<file path="config.mk">
export PLATFORM = sky130hd
export DESIGN_NAME = seq_alu_param_flat
export DESIGN_NICKNAME = d
export VERILOG_FILES = /design/src/rtl/seq_alu_pkg.sv /design/src/rtl/seq_alu_param_if.sv /design/src/rtl/seq_alu_comb.sv /design/src/rtl/seq_alu_param.sv /design/src/flat_wrapper.sv
export SDC_FILE = /design/constraint.sdc
export NUM_CORES = 1
export LEC_CHECK = 0
export ABC_AREA = 1
export BUFFER_PORTS_ARGS = -buffer_cell sky130_fd_sc_hd__buf_4
export CAP_MARGIN = 20
export CELL_PAD_IN_SITES_DETAIL_PLACEMENT = 0
export CELL_PAD_IN_SITES_GLOBAL_PLACEMENT = 1
export CORE_MARGIN = 1
export CORE_UTILIZATION = 45
export DETAILED_ROUTE_END_ITERATION = 6
export PLACE_DENSITY = 0.92
export SLEW_MARGIN = 40
export SYNTH_ARGS = -nofsm -noshare
export SYNTH_HDL_FRONTEND = slang
export SYNTH_SLANG_ARGS = --single-unit
</file>
<file path="constraint.sdc">
create_clock -name clk -period 6.9 [get_ports clk]
set_input_delay 0.345 -clock clk [delete_from_list [all_inputs] [get_ports clk]]
set_output_delay 0.345 -clock clk [all_outputs]
set_load 0.005 [all_outputs]
</file>
<file path="src/rtl/seq_alu_pkg.sv">
// seq_alu_pkg: opcodes, one-hot FSM states and flag positions shared by the sequential ALU.
package seq_alu_pkg;
  localparam logic [3:0] OP_ADD  = 4'h0;
  localparam logic [3:0] OP_SUB  = 4'h1;
  localparam logic [3:0] OP_AND  = 4'h2;
  localparam logic [3:0] OP_OR   = 4'h3;
  localparam logic [3:0] OP_NOT  = 4'h4;
  localparam logic [3:0] OP_NAND = 4'h5;
  localparam logic [3:0] OP_NOR  = 4'h6;
  localparam logic [3:0] OP_ROL  = 4'h7;
  localparam logic [3:0] OP_ROR  = 4'h8;
  localparam logic [3:0] OP_SWAP = 4'h9;
  localparam logic [3:0] OP_CMP  = 4'hA;
  localparam logic [3:0] OP_ADDC = 4'hB;
  localparam logic [3:0] OP_SHL  = 4'hC;
  localparam logic [3:0] OP_SHR  = 4'hD;
  localparam logic [3:0] OP_ASR  = 4'hE;
  localparam logic [3:0] OP_XOR  = 4'hF;
  typedef enum logic [4:0] {
    LOAD_A  = 5'b00001,
    LOAD_B  = 5'b00010,
    LOAD_OP = 5'b00100,
    EXEC    = 5'b01000,
    SHIFT   = 5'b10000
  } state_t;
  localparam int F_N    = 3;
  localparam int F_Z    = 2;
  localparam int F_C    = 1;
  localparam int F_DONE = 0;
  function automatic logic [3:0] mk_flags(input logic n, input logic z, input logic c, input logic d);
    mk_flags = '0;
    mk_flags[F_N] = n;
    mk_flags[F_Z] = z;
    mk_flags[F_C] = c;
    mk_flags[F_DONE] = d;
  endfunction
endpackage

</file>
<file path="src/rtl/seq_alu_param_if.sv">
// seq_alu_param_if: beat/operand bus into the sequential ALU and its result/flag outputs.
interface seq_alu_param_if #(parameter int WIDTH = 8, parameter int DIN_W = 4);
  logic             enable;
  logic [DIN_W-1:0] data_in;
  logic             chain;
  logic [WIDTH-1:0] result;
  logic [3:0]       flags;
  logic             busy;
  modport master(output enable, data_in, chain, input result, flags, busy);
  modport slave(input enable, data_in, chain, output result, flags, busy);
endinterface

</file>
<file path="src/rtl/seq_alu_comb.sv">
// seq_alu_comb: single-cycle op evaluation; shift opcodes pass op1 through (zero-amount case).
module seq_alu_comb
  import seq_alu_pkg::*;
#(
  parameter int WIDTH = 8
) (
  input  logic [WIDTH-1:0] op1,
  input  logic [WIDTH-1:0] op2,
  input  logic [3:0]       opcode,
  input  logic             cin,
  output logic [WIDTH-1:0] res,
  output logic             cout
);
  localparam int H = WIDTH / 2;
  logic [WIDTH:0] sum, dif;
  always_comb begin
    sum  = {1'b0, op1} + {1'b0, op2} + (WIDTH+1)'(opcode == OP_ADDC && cin);
    dif  = {1'b0, op1} - {1'b0, op2};
    res  = '0;
    cout = 1'b0;
    case (opcode)
      OP_ADD, OP_ADDC: begin res = sum[WIDTH-1:0]; cout = sum[WIDTH]; end
      OP_SUB:  begin res = dif[WIDTH-1:0]; cout = dif[WIDTH]; end
      OP_AND:  res = op1 & op2;
      OP_OR:   res = op1 | op2;
      OP_NOT:  res = ~op1;
      OP_NAND: res = ~(op1 & op2);
      OP_NOR:  res = ~(op1 | op2);
      OP_ROL:  res = {op1[WIDTH-2:0], op1[WIDTH-1]};
      OP_ROR:  res = {op1[0], op1[WIDTH-1:1]};
      OP_SWAP: res = {op1[H-1:0], op1[WIDTH-1:H]};
      OP_CMP:  res = op1 == op2 ? WIDTH'(1) : op1 < op2 ? WIDTH'(2) : WIDTH'(4);
      OP_SHL, OP_SHR, OP_ASR: res = op1;
      OP_XOR:  res = op1 ^ op2;
      default: res = '0;
    endcase
  end
endmodule

</file>
<file path="src/rtl/seq_alu_param.sv">
// seq_alu_param: chunk-loaded sequential ALU with chain mode and one-bit-per-clock shifts.
module seq_alu_param
  import seq_alu_pkg::*;
#(
  parameter int WIDTH = 8,
  parameter int DIN_W = 4
) (
  input logic          clk,
  input logic          reset_n,
  seq_alu_param_if.slave bus
);
  localparam int NB = WIDTH / DIN_W;
  localparam int CW = NB > 1 ? $clog2(NB) : 1;
  localparam int SW = $clog2(WIDTH);
  state_t           state;
  logic [CW-1:0]    cnt;
  logic [SW-1:0]    scnt, k;
  logic [WIDTH-1:0] op1, op2, result, alu_res, sh_res;
  logic [3:0]       opcode, flags, alu_flags;
  logic             busy, alu_c, sh_c, is_shift, last;
  seq_alu_comb #(.WIDTH(WIDTH)) u_comb (
    .op1(op1), .op2(op2), .opcode(opcode), .cin(flags[F_C]), .res(alu_res), .cout(alu_c)
  );
  assign k         = op2[SW-1:0];
  assign last      = cnt == CW'(NB - 1);
  assign is_shift  = opcode == OP_SHL || opcode == OP_SHR || opcode == OP_ASR;
  assign sh_res    = opcode == OP_SHL ? {result[WIDTH-2:0], 1'b0}
                                      : {opcode == OP_ASR && result[WIDTH-1], result[WIDTH-1:1]};
  assign sh_c      = opcode == OP_SHL ? result[WIDTH-1] : result[0];
  // CMP reports its relation through N/Z rather than the generic result-derived flags
  assign alu_flags = opcode == OP_CMP ? mk_flags(alu_res[1], alu_res[0], 1'b0, 1'b1)
                                      : mk_flags(alu_res[WIDTH-1], alu_res == '0, alu_c, 1'b1);
  always_ff @(posedge clk or negedge reset_n) begin
    if (!reset_n) begin
      state  <= LOAD_A;
      cnt    <= '0;
      scnt   <= '0;
      op1    <= '0;
      op2    <= '0;
      opcode <= '0;
      result <= '0;
      flags  <= '0;
      busy   <= 1'b0;
    end else if (state == SHIFT) begin
      result <= sh_res;
      scnt   <= scnt - 1'b1;
      if (scnt == SW'(1)) begin
        busy  <= 1'b0;
        flags <= mk_flags(sh_res[WIDTH-1], sh_res == '0, sh_c, 1'b1);
        state <= LOAD_A;
      end
    end else if (bus.enable) begin
      case (state)
        LOAD_A: begin
          flags[F_DONE] <= 1'b0;
          if (bus.chain && cnt == '0) begin
            op1   <= result;
            state <= LOAD_B;
          end else begin
            op1[DIN_W*int'(cnt) +: DIN_W] <= bus.data_in;
            cnt   <= last ? '0 : cnt + 1'b1;
            state <= last ? LOAD_B : LOAD_A;
          end
        end
        LOAD_B: begin
          op2[DIN_W*int'(cnt) +: DIN_W] <= bus.data_in;
          cnt   <= last ? '0 : cnt + 1'b1;
          state <= last ? LOAD_OP : LOAD_B;
        end
        LOAD_OP: begin
          opcode <= bus.data_in[3:0];
          state  <= EXEC;
        end
        EXEC: begin
          if (is_shift && k != '0) begin
            result <= op1;
            scnt   <= k;
            busy   <= 1'b1;
            state  <= SHIFT;
          end else begin
            result <= alu_res;
            flags  <= alu_flags;
            state  <= LOAD_A;
          end
        end
        default: state <= LOAD_A;
      endcase
    end
  end
  assign bus.result = result;
  assign bus.flags  = flags;
  assign bus.busy   = busy;
endmodule

</file>
<file path="src/flat_wrapper.sv">
// flat-port wrapper written by rule: the top's interface ports become plain ports
module seq_alu_param_flat import seq_alu_pkg::*;
#(
  parameter int WIDTH = 8,
  parameter int DIN_W = 4
)
  (clk, reset_n, bus_enable, bus_data_in, bus_chain, bus_result, bus_flags, bus_busy);
  seq_alu_param_if #(.WIDTH(WIDTH), .DIN_W(DIN_W)) bus_i ();
  input logic clk;
  input logic reset_n;
  input wire logic [$bits(bus_i.enable)-1:0] bus_enable;
  input wire logic [$bits(bus_i.data_in)-1:0] bus_data_in;
  input wire logic [$bits(bus_i.chain)-1:0] bus_chain;
  output wire logic [$bits(bus_i.result)-1:0] bus_result;
  output wire logic [$bits(bus_i.flags)-1:0] bus_flags;
  output wire logic [$bits(bus_i.busy)-1:0] bus_busy;
  assign bus_i.enable = bus_enable;
  assign bus_i.data_in = bus_data_in;
  assign bus_i.chain = bus_chain;
  assign bus_result = bus_i.result;
  assign bus_flags = bus_i.flags;
  assign bus_busy = bus_i.busy;
  seq_alu_param #(.WIDTH(WIDTH), .DIN_W(DIN_W)) u_core (.clk(clk), .reset_n(reset_n), .bus(bus_i));
endmodule
</file>
==> summary.txt, run 1 <==
Outcome
  • Result of the run: complete, no violations

Setup path
  • Cells traversed along the worst timing path: inv_1 > nor2_2 > nand2_1 > nor2_1 > fa_1 > inv_1 > fa_1 > inv_1 > nand4_1 > nand3_1 > nand2_1 > nand2_1 > nor2_1 > nor2_1 > nand2_1 > nor2_1 > nand2_1 > nand2_1 > nand2_1 > nand2_1 > nand2_1 > nand2_1
  • Most frequent cell on the critical path: sky130_fd_sc_hd__nand2_1
  • Element type at the critical path end: flop
  • Largest stage delay on the critical path: 450 ps
  • Crit path launch type: flop
  • Critical-path cell with the highest stage delay: sky130_fd_sc_hd__dfrtp_1
  • Critical Path Fanout Max: 14
  • Start-to-end type of the worst setup path: flop to flop
  • Data required time at the worst endpoint: 7140 ps
  • Arr. time, crit path: 3410 ps
  • Reg-to-reg slack, setup: 3730 ps

Global route
  • Vias in the first global route: 3948
  • Global Route Usage Sum: 30.6%
  • GRT overflow: 0
  • Initial antenna violation count: 0
  • Maximum number of pins on one net before global-route repair: 43
  • First-pass GRT wire length: 20900 um

Synthesis
  • Number of flops mapped to enable cells by yosys: 0
  • Number of distinct library cells after synthesis: 36
  • Part of the Yosys area used for sequential elements: 26.2%
  • Dominant synthesized flop cell: sky130_fd_sc_hd__dfrtp_1
  • Warning count from the yosys run: 0
  • Net count of the mapped netlist: 694
  • FF+latch count, synth: 42
  • Post-Synthesis Mean Instance Area: 6.12 um2
  • Cell count after synthesis: 657
  • Async S/R FF share, synth: 100%
  • Summed instance area of the synthesized netlist: 4020 um2

Detailed routing
  • DR vias: 4398
  • Via density per instance: 5.64
  • Final wirelength: 13500 um
  • Detail-routed net length per standard cell: 17.3 um
  • Detailed Routing Iterations Pass 1: 5
  • Remaining antenna violation count: 0
  • Initial detailed-routing violation count: 392
  • Number of remaining DRC errors: 0

STA
  • Unrepaired setup endpoints after global routing: false
  • Layout Skew: 7.21 ps
  • Worst setup slack after layout: 3730 ps
  • Fin. Hold Viols: 0
  • Slew margin rel.: 44.9%
  • Final cycle utilization of the critical path: 45.9%
  • Finish-stage setup viols: 0
  • Minimum hold slack: 16.5 ps
  • Upper clock frequency limit: 0.316 GHz
  • Sum of negative setup slack: 0 ps
  • Slew at the pin closest to its max-slew limit: 824 ps
  • Final slew viol count: 0
  • Crit path time final: 3170 ps

Final layout
  • Post-route cell area: 4310 um2
  • Final #Nets: 708
  • Area Overhead vs Synth: 7.38%
  • Fill count: 939
  • Fraction of the core area covered by cells at the end of the flow: 49.7%
  • Ratio of cells with drive above 1 in the final layout: 6.25%
  • Ant. Diodes: 0
  • Count of non-filler cells in the finished layout: 780

Clocking
  • CTS tree: yes
  • Total CTS buffers: 5
  • Hold buffers post-CTS: 0
  • Total number of clock tree sinks: 42
  • Library cell used as clock root buffer: sky130_fd_sc_hd__clkbuf_8
  • CTS resizes: 0
  • Maximum count of clock buffers along a single path: 2
  • Number of setup buffers added after CTS: 0
  • Latest clock arrival within the worst-skew pair: 300 ps
  • Clock-pin slew of the registers on the worst-case setup and hold paths: 90 ps
  • H-tree level count: 2

Pwr
  • Sum of internal, switching and leakage power: 2.27 mW
  • Total leakage power: 2.29 nW
  • Cell Pwr Density: 527 nW/um2
  • Maximum resistive drop on vdd: 0.000236 V

Hold path
  • Hold Path Class: input pin to asynchronous set/reset pin

Placed design
  • Gpl congestion: 1.01
  • Placed Area: 4230 um2
  • Cell total after placement: 772
  • Count of input and output buffers: 20
  • Placed wire-length estimate after detailed placement: 10700 um
  • Pre-CTS setup slack: 3780 ps

Run
  • Max-Cap Viols: 0

Floorplanning
  • Top-Level Pins: 21
  • # rows: 34
  • Area inside the core boundary: 8680 um2
  • Horizontal die dimension: 96.5 um
  • Chip height: 96.5 um
  • Die outline area: 9310 um2
  • Initial Util: 46.3%
==> routing by layer <==
layer	global-route usage, %	vias up	wire length (um)
met2	50.1	204	6230
met5	0	-	0
li1	-	2134	-
met4	16.1	0	629
met3	2.58	38	869
met1	40.1	2022	5770
==> cells in the mapped netlist, types with 2 or more instances <==
| cell | n | share of area, % |
|---|---|---|
| sky130_fd_sc_hd__a221oi_1 | 3 | 0.65 |
| sky130_fd_sc_hd__nor3_1 | 7 | 0.87 |
| sky130_fd_sc_hd__nand3b_1 | 2 | 0.37 |
| sky130_fd_sc_hd__inv_1 | 95 | 8.9 |
| sky130_fd_sc_hd__a31oi_1 | 6 | 0.93 |
| sky130_fd_sc_hd__nand3_1 | 63 | 7.8 |
| sky130_fd_sc_hd__o22ai_1 | 6 | 0.93 |
| sky130_fd_sc_hd__nand2_1 | 206 | 19 |
| sky130_fd_sc_hd__fa_1 | 3 | 1.5 |
| sky130_fd_sc_hd__buf_2 | 7 | 0.87 |
| sky130_fd_sc_hd__nor2_1 | 83 | 7.8 |
| sky130_fd_sc_hd__inv_2 | 2 | 0.19 |
| sky130_fd_sc_hd__nand2_2 | 3 | 0.47 |
| sky130_fd_sc_hd__dfrtp_1 | 41 | 26 |
| sky130_fd_sc_hd__o211ai_1 | 6 | 1.1 |
| sky130_fd_sc_hd__nor2_2 | 6 | 0.93 |
| sky130_fd_sc_hd__o311ai_0 | 2 | 0.44 |
| sky130_fd_sc_hd__clkbuf_1 | 2 | 0.19 |
| sky130_fd_sc_hd__a21oi_1 | 26 | 3.2 |
| sky130_fd_sc_hd__nor4_1 | 5 | 0.78 |
| sky130_fd_sc_hd__buf_4 | 3 | 0.56 |
| sky130_fd_sc_hd__nand4_1 | 7 | 1.1 |
| sky130_fd_sc_hd__xor2_1 | 3 | 0.65 |
| sky130_fd_sc_hd__o21ai_0 | 33 | 4.1 |
| sky130_fd_sc_hd__ha_1 | 26 | 8.1 |
==> cell type report <==
type	instances	area (um2)	share of cell area, %
Tap cell	108	135	3.13
Clock buffer	5	68.8	1.60
Clock inverter	3	18.8	0.435
Multi-Input combinational cell	504	2520	58.4
Timing Repair Buffer	20	150	3.48
Sequential cell	42	1050	24.4
Inverter	98	368	8.53
==> layout by cell type (no fill, tap or decap), types with 3 or more instances in the layout <==
cell type / netlist / layout
sky130_fd_sc_hd__inv_1: 95 / 95
sky130_fd_sc_hd__buf_4: 3 / 20
sky130_fd_sc_hd__nand2_2: 3 / 3
sky130_fd_sc_hd__ha_1: 26 / 26
sky130_fd_sc_hd__xor2_1: 3 / 3
sky130_fd_sc_hd__dfrtp_1: 41 / 41
sky130_fd_sc_hd__nor2_2: 6 / 6
sky130_fd_sc_hd__a31oi_1: 6 / 6
sky130_fd_sc_hd__a221oi_1: 3 / 3
sky130_fd_sc_hd__fa_1: 3 / 3
sky130_fd_sc_hd__nor2_1: 83 / 83
sky130_fd_sc_hd__nand2_1: 206 / 206
sky130_fd_sc_hd__clkbuf_8: 0 / 5
sky130_fd_sc_hd__nand3_1: 63 / 63
sky130_fd_sc_hd__o21ai_0: 33 / 33
sky130_fd_sc_hd__nor4_1: 5 / 5
sky130_fd_sc_hd__nand4_1: 7 / 7
sky130_fd_sc_hd__o22ai_1: 6 / 6
sky130_fd_sc_hd__o211ai_1: 6 / 6
sky130_fd_sc_hd__nor3_1: 7 / 7
sky130_fd_sc_hd__a21oi_1: 26 / 26
==> state kept, by name (all words and copies together) (netlist names) <==
signal             count
u_core.op1             8
u_core.opcode          4
u_core.scnt            3
u_core.op2             8
u_core.bus.result      8
u_core.bus.busy        1
u_core.bus.flags       4
u_core.state           5
u_core.cnt             1
==> report_power, final <==
group	leakage (nW)	switching, mW	internal [mW]
logic	1.75	1.14	0.497
registers	0.490	0.133	0.337
clock network	0.0483	0.0924	0.0713
total	2.29	1.37	0.905
==> cell families after synthesis <==
group	count (synthesis)	synth area share, %
simple gates	386	40.2
xor+xnor	3	0.654
flops	42	26.2
fa+ha+maj	29	9.59
compound gates	86	12.3
buf+inv	111	11.1
==> worst max-delay path, delay by kind of cell (launching register included) <==
family        cells  cell delay [ps]
buf+inv           3              260
simple gates     17             1820
fa+ha+maj         2              580
flops             1              450
==> path summary, 6_finish.rpt <==
path / from / end / cells after the start
max: u_core.opcode[3]$_DFFE_PN0P_ / u_core.bus.flags[2]$_DFFE_PN0P_ / 22
min: reset_n / u_core.state[2]$_DFFE_PN0P_ / 1
max reg2reg: u_core.opcode[3]$_DFFE_PN0P_ / u_core.bus.flags[2]$_DFFE_PN0P_ / 22
min reg2reg: u_core.bus.flags[2]$_DFFE_PN0P_ / u_core.bus.flags[2]$_DFFE_PN0P_ / 2
max in group asynchronous: reset_n / u_core.state[0]$_DFFE_PN1P_ / 1
min in group clk: bus_data_in[3] / u_core.op2[3]$_DFFE_PN0P_ / 3
Power figures use the tool's default switching activity.
==> run 2, diff against run 1 <==
- CORE_UTILIZATION: 45 -> 44
- PLACE_DENSITY: 0.92 -> 0.9
- clock period: 6.9 -> 3.2 ns (I/O delays scaled with it)
==> run 2 against run 1 <==
Combinational power is 120% higher. Cell area is 2.1% higher. Die area is 2.2% higher. Final cell count is 1.3% higher. Sequential power is 110% higher. Total power is 120% higher. Global-route usage is 0.84 points lower. Critical path depth stayed put. Sequential share of layout area is 0.42 points lower. Maximum frequency is 11% higher. Critical endpoint unchanged. Clock power is 130% higher.
==> summary.txt, run 2 (synthesis results as in run 1) <==
Outcome
  • Result of the run: complete, no violations

Setup path
  • Start-to-end type of the worst setup path: flop to flop
  • Critical-path cell with the highest stage delay: sky130_fd_sc_hd__dfrtp_2
  • Critical Path Fanout Max: 9
  • CP Launch Point: u_core.opcode[1]$_DFFE_PN0P_
  • Arr. time, crit path: 3090 ps
  • Cells traversed along the worst timing path: nand2_2 > inv_4 > nand2_1 > nor2_1 > fa_1 > inv_1 > fa_1 > inv_1 > nand4_1 > nand3_1 > nand2_1 > nand2_1 > nor2_1 > nor2_1 > nand2_1 > nor2_1 > nand2_1 > nand2_1 > nand2_1 > nand2_1 > nand2_1 > nand2_1
  • Element type at the critical path end: flop
  • Data required time at the worst endpoint: 3450 ps
  • Most frequent cell on the critical path: sky130_fd_sc_hd__nand2_1
  • Reg2reg start: u_core.opcode[1]$_DFFE_PN0P_
  • Crit path launch type: flop
  • Largest stage delay on the critical path: 430 ps

Detailed routing
  • Number of remaining DRC errors: 0
  • Initial detailed-routing violation count: 404
  • Detail-routed net length per standard cell: 17.3 um
  • Via density per instance: 5.74
  • Detailed Routing Iterations Pass 1: 5
  • DR vias: 4532
  • Final wirelength: 13700 um
  • Remaining antenna violation count: 0

Final layout
  • Leading cell types in the layout, fill and taps excluded: sky130_fd_sc_hd__nand2_1, sky130_fd_sc_hd__inv_1, sky130_fd_sc_hd__nor2_1, sky130_fd_sc_hd__nand3_1, sky130_fd_sc_hd__dfrtp_1
  • Final #Nets: 718
  • Ant. Diodes: 0
  • Register cell area after layout: 1060 um2
  • Post-route cell area: 4410 um2
  • Area Overhead vs Synth: 9.65%
  • Area of the multi-input gates: 2520 um2
  • Fill count: 897
  • Leading registers by flop count: u_core.bus.result: 8 flops, u_core.op1: 8 flops, u_core.op2: 8 flops
  • Commonest non-fill, non-tap cell in the layout: sky130_fd_sc_hd__nand2_1
  • Ratio of cells with drive above 1 in the final layout: 7.92%

STA
  • Finish-stage setup viols: 0
  • Upper clock frequency limit: 0.351 GHz
  • Slew margin rel.: 55.7%
  • Final cycle utilization of the critical path: 88.9%
  • Slew at the pin closest to its max-slew limit: 656 ps
  • Crit path time final: 2850 ps
  • Final slew viol count: 0
  • Unrepaired setup endpoints after global routing: false
  • Layout Skew: 11.4 ps
  • Sum of negative setup slack: 0 ps
  • Fin. Hold Viols: 0

Hold path
  • Hold Path Class: input pin to flop
  • Min-delay src: bus_data_in[3]

Floorplanning
  • Chip height: 97.6 um
  • Die outline area: 9520 um2
  • Area inside the core boundary: 8760 um2
  • Horizontal die dimension: 97.6 um
  • # rows: 34
  • Initial Util: 45.8%
  • Top-Level Pins: 21

Global route
  • Global Route Usage Sum: 29.7%
  • Initial antenna violation count: 0
  • Vias in the first global route: 4470
  • First-pass GRT wire length: 22300 um
  • Maximum number of pins on one net before global-route repair: 43
  • GRT overflow: 0

Placed design
  • Placed wire-length estimate after detailed placement: 10800 um
  • Count of input and output buffers: 20
  • Gpl congestion: 1.13
  • Placed Area: 4290 um2

Clocking
  • H-tree level count: 2
  • Latest clock arrival within the worst-skew pair: 310 ps
  • Total number of clock tree sinks: 42
  • Maximum count of clock buffers along a single path: 2
  • Library cell used as clock root buffer: sky130_fd_sc_hd__clkbuf_8
  • CTS tree: yes
  • Clock-pin slew of the registers on the worst-case setup and hold paths: 90 ps
  • Number of setup buffers added after CTS: 0
  • Total CTS buffers: 5

Pwr
  • Cell Pwr Density: 1130 nW/um2
  • Total leakage power: 2.33 nW
  • Maximum resistive drop on vdd: 0.000394 V

Run
  • Max-Cap Viols: 0
## run 2: final timing paths
kind | to | slack [ps] | cells after the start
setup reg to reg | u_core.bus.flags[2]$_DFFE_PN0P_ | 350 | 22
hold / removal | u_core.op2[3]$_DFFE_PN0P_ | 100 | 3
min in group asynchronous | u_core.opcode[0]$_DFFE_PN0P_ | 380 | 2
setup / recovery | u_core.bus.flags[2]$_DFFE_PN0P_ | 350 | 22
max in group asynchronous | u_core.opcode[3]$_DFFE_PN0P_ | 2440 | 2
hold reg to reg | u_core.bus.busy$_DFFE_PN0P_ | 530 | 2
## run 2: area by class of cell
| type | count | area share (%) |
|---|---|---|
| inverter | 98 | 8.41 |
| clock buffer | 6 | 1.87 |
| timing repair buffer | 30 | 5.17 |
| multi-input combinational | 504 | 57.2 |
| tap | 108 | 3.07 |
| sequential | 42 | 24.0 |
| clock inverter | 2 | 0.284 |
## run 2: critical path, delay by kind of cell, from the launching register on
kind,cells,cell delay [ps]
fa+ha+maj,2,590
simple gates,17,1450
flops,1,430
buf+inv,3,310
## run 2: what timing repair did
item	in CTS	in global routing
endpoints found under the setup margin	0	1
endpoints found under the hold margin	41	0
hold buffers	1	0
gates resized for setup	0	4
## run 2: where the power goes
group	total [mW]	internal, mW	leakage [nW]	switching, mW
logic	3.63	1.13	1.80	2.50
registers	0.998	0.730	0.486	0.268
clock network	0.371	0.174	0.0472	0.197
## run 2: per-stage QoR
step                      power (mW)  util [%]  hold slack [ps]  worst slack (ps)  cells
after floorplan                 3.37         -             -136               692    657
after global routing            5.44      50.3              157              3.96    790
final                           5.00      50.3             96.4               354    790
after CTS                       4.86      50.2             96.5               287    790
after detailed placement        4.47      49.0              182               314    781
after global placement          4.46      49.0              176               423    781
## run 2: layer usage
metal  part of all wire [%]  vias up  track usage, %
li1                       -     2149               -
met2                     44      250            47.9
met3                    7.9       74            5.04
met4                    7.2        0            19.7
met5                      0        -               0
met1                     41     2059            36.5
==> run 3, diff against run 2 <==
- PLACE_DENSITY: 0.9 -> unset
- PLACE_DENSITY_LB_ADDON: unset -> 0.1
==> run 3 against run 2 <==
Critical path type unchanged. Critical path depth unchanged. Total power down 1.0%. Final cell count is 0.13% lower. Register-to-register slack barely moved.
==> summary.txt, run 3 (synthesis results as in run 1) <==
Floorplanning
  • Die outline area: 9520 um2
  • Area inside the core boundary: 8760 um2
  • Chip height: 97.6 um
  • Horizontal die dimension: 97.6 um
  • Initial Util: 45.8%
  • # rows: 34
  • Top-Level Pins: 21

Placed design
  • Count of input and output buffers: 20
  • Placed wire-length estimate after detailed placement: 11000 um
  • Pre-CTS setup slack: 360 ps
  • Gpl congestion: 0.979
  • Cell total after placement: 780

Final layout
  • Commonest non-fill, non-tap cell in the layout: sky130_fd_sc_hd__nand2_1
  • Fraction of the core area covered by cells at the end of the flow: 50.0%
  • Area Overhead vs Synth: 9.16%
  • Final #Nets: 717
  • Ant. Diodes: 0
  • Count of non-filler cells in the finished layout: 789
  • Fill count: 944
  • Ratio of cells with drive above 1 in the final layout: 7.49%
  • Leading cell types in the layout, fill and taps excluded: sky130_fd_sc_hd__nand2_1, sky130_fd_sc_hd__inv_1, sky130_fd_sc_hd__nor2_1, sky130_fd_sc_hd__nand3_1, sky130_fd_sc_hd__dfrtp_1
  • Leading registers by flop count: u_core.bus.result: 8 flops, u_core.op1: 8 flops, u_core.op2: 8 flops

Clocking
  • Library cell used as clock root buffer: sky130_fd_sc_hd__clkbuf_8
  • Total number of clock tree sinks: 42
  • Latest clock arrival within the worst-skew pair: 300 ps
  • Clock-pin slew of the registers on the worst-case setup and hold paths: 90 ps
  • Maximum count of clock buffers along a single path: 2
  • CTS tree: yes
  • Total CTS buffers: 5
  • H-tree level count: 2

Global route
  • Global Route Usage Sum: 30.2%
  • Maximum number of pins on one net before global-route repair: 43
  • Initial antenna violation count: 0
  • First-pass GRT wire length: 22200 um
  • GRT overflow: 0
  • Vias in the first global route: 4121

Pwr
  • Maximum resistive drop on vdd: 0.000355 V
  • Sum of internal, switching and leakage power: 4.95 mW
  • Clock group share of total power: 7.2%
  • Share of power burned in registers: 20.5%
  • Cell-internal power: 2.00 mW
  • Cell Pwr Density: 1130 nW/um2
  • Gate power share: 72.3%
  • Switching share of total power: 59.6%
  • Switching power total: 2.95 mW
  • Total leakage power: 2.33 nW

Detailed routing
  • Initial detailed-routing violation count: 360
  • Remaining antenna violation count: 0
  • Detail-routed net length per standard cell: 17.5 um
  • Number of remaining DRC errors: 0
  • Via density per instance: 5.55
  • DR vias: 4377
  • Detailed Routing Iterations Pass 1: 5
  • Final wirelength: 13800 um

Setup path
  • Crit path launch type: flop
  • Data required time at the worst endpoint: 3440 ps
  • Start-to-end type of the worst setup path: flop to flop
  • Critical Path Fanout Max: 9
  • Arr. time, crit path: 3100 ps
  • Element type at the critical path end: flop

STA
  • Unrepaired setup endpoints after global routing: false
  • Upper clock frequency limit: 0.350 GHz
  • Final slew viol count: 0
  • Layout Skew: 11.8 ps
  • Final cycle utilization of the critical path: 89.2%
  • Worst setup slack after layout: 345 ps
  • Sum of negative setup slack: 0 ps
  • Fin. Hold Viols: 0
  • Crit path time final: 2860 ps
  • Slew margin rel.: 60.0%
  • Slew at the pin closest to its max-slew limit: 597 ps
  • Finish-stage setup viols: 0

Outcome
  • Result of the run: complete, no violations

Run
  • Max-Cap Viols: 0

Hold path
  • Hold Path Class: input pin to flop
run 3: worst paths after layout:
| kind | cells past startpoint | slack [ps] | startpoint | to |
|---|---|---|---|---|
| setup / recovery | 22 | 340 | u_core.opcode[1]$_DFFE_PN0P_ | u_core.bus.flags[2]$_DFFE_PN0P_ |
| hold / removal | 3 | 80 | bus_data_in[3] | u_core.op2[3]$_DFFE_PN0P_ |
| setup reg to reg | 22 | 340 | u_core.opcode[1]$_DFFE_PN0P_ | u_core.bus.flags[2]$_DFFE_PN0P_ |
| hold reg to reg | 2 | 510 | u_core.bus.flags[2]$_DFFE_PN0P_ | u_core.bus.flags[2]$_DFFE_PN0P_ |
| max in group asynchronous | 2 | 2410 | reset_n | u_core.opcode[0]$_DFFE_PN0P_ |
| min in group asynchronous | 2 | 380 | reset_n | u_core.state[1]$_DFFE_PN0P_ |
run 3: final cells by class:
| class | instances | area (um2) | share of cell area (%) |
|---|---|---|---|
| repair buffers | 29 | 220 | 5.02 |
| inverters | 98 | 368 | 8.39 |
| flip-flops and latches | 42 | 1050 | 24.1 |
| clock inverters | 2 | 13.8 | 0.314 |
| clock buffers | 6 | 72.6 | 1.65 |
| well taps | 108 | 135 | 3.08 |
| multi-input cells | 504 | 2520 | 57.5 |
run 3: metal layers:
| layer | global-route usage [%] | wire length [um] |
|---|---|---|
| met1 | 39.9 | 6190 |
| met5 | 0 | 0 |
| met3 | 3.88 | 806 |
| met4 | 15.4 | 627 |
| met2 | 48.5 | 6200 |
run 3: per-stage QoR:
step / instance area (um2) / hold WS, ps
2_1_floorplan: 4020 / -136
3_3_place_gp: 4290 / 186
3_5_place_dp: 4290 / 194
4_1_cts: 4380 / 81.2
5_1_grt: 4390 / 96.9
6_report: 4390 / 81.6
run 3: power by group through the flow:
stage                     Combinational (mW)  Clock [mW]  Sequential, mW
after floorplan                         2.47           0           0.908
after global placement                  3.52           0            1.00
after detailed placement                3.49           0            1.01
after CTS                               3.51       0.366            1.00
after global routing                    3.98       0.385            1.05
final                                   3.58       0.356            1.01
run 3: repair_timing:
action / CTS / global route
resized for setup: 0 / 2
buffers inserted: 0 / 0
hold endpoints to repair: 41 / 0
setup endpoints to repair: 0 / 1
hold buffers: 1 / 0
run 3: worst max-delay path, stage by stage, from the launching register on:
cell and delay, ps:
sky130_fd_sc_hd__dfrtp_2 430, sky130_fd_sc_hd__nand2_2 130, sky130_fd_sc_hd__inv_2 170, sky130_fd_sc_hd__nand2_1 150, sky130_fd_sc_hd__nor2_1 150, sky130_fd_sc_hd__fa_1 200, sky130_fd_sc_hd__inv_1 60, sky130_fd_sc_hd__fa_1 380
sky130_fd_sc_hd__inv_1 110, sky130_fd_sc_hd__nand4_1 120, sky130_fd_sc_hd__nand3_1 90, sky130_fd_sc_hd__nand2_1 70, sky130_fd_sc_hd__nand2_1 80, sky130_fd_sc_hd__nor2_1 40, sky130_fd_sc_hd__nor2_1 160, sky130_fd_sc_hd__nand2_1 70
sky130_fd_sc_hd__nor2_1 90, sky130_fd_sc_hd__nand2_1 50, sky130_fd_sc_hd__nand2_1 50, sky130_fd_sc_hd__nand2_1 40, sky130_fd_sc_hd__nand2_1 50, sky130_fd_sc_hd__nand2_1 40, sky130_fd_sc_hd__nand2_1 50
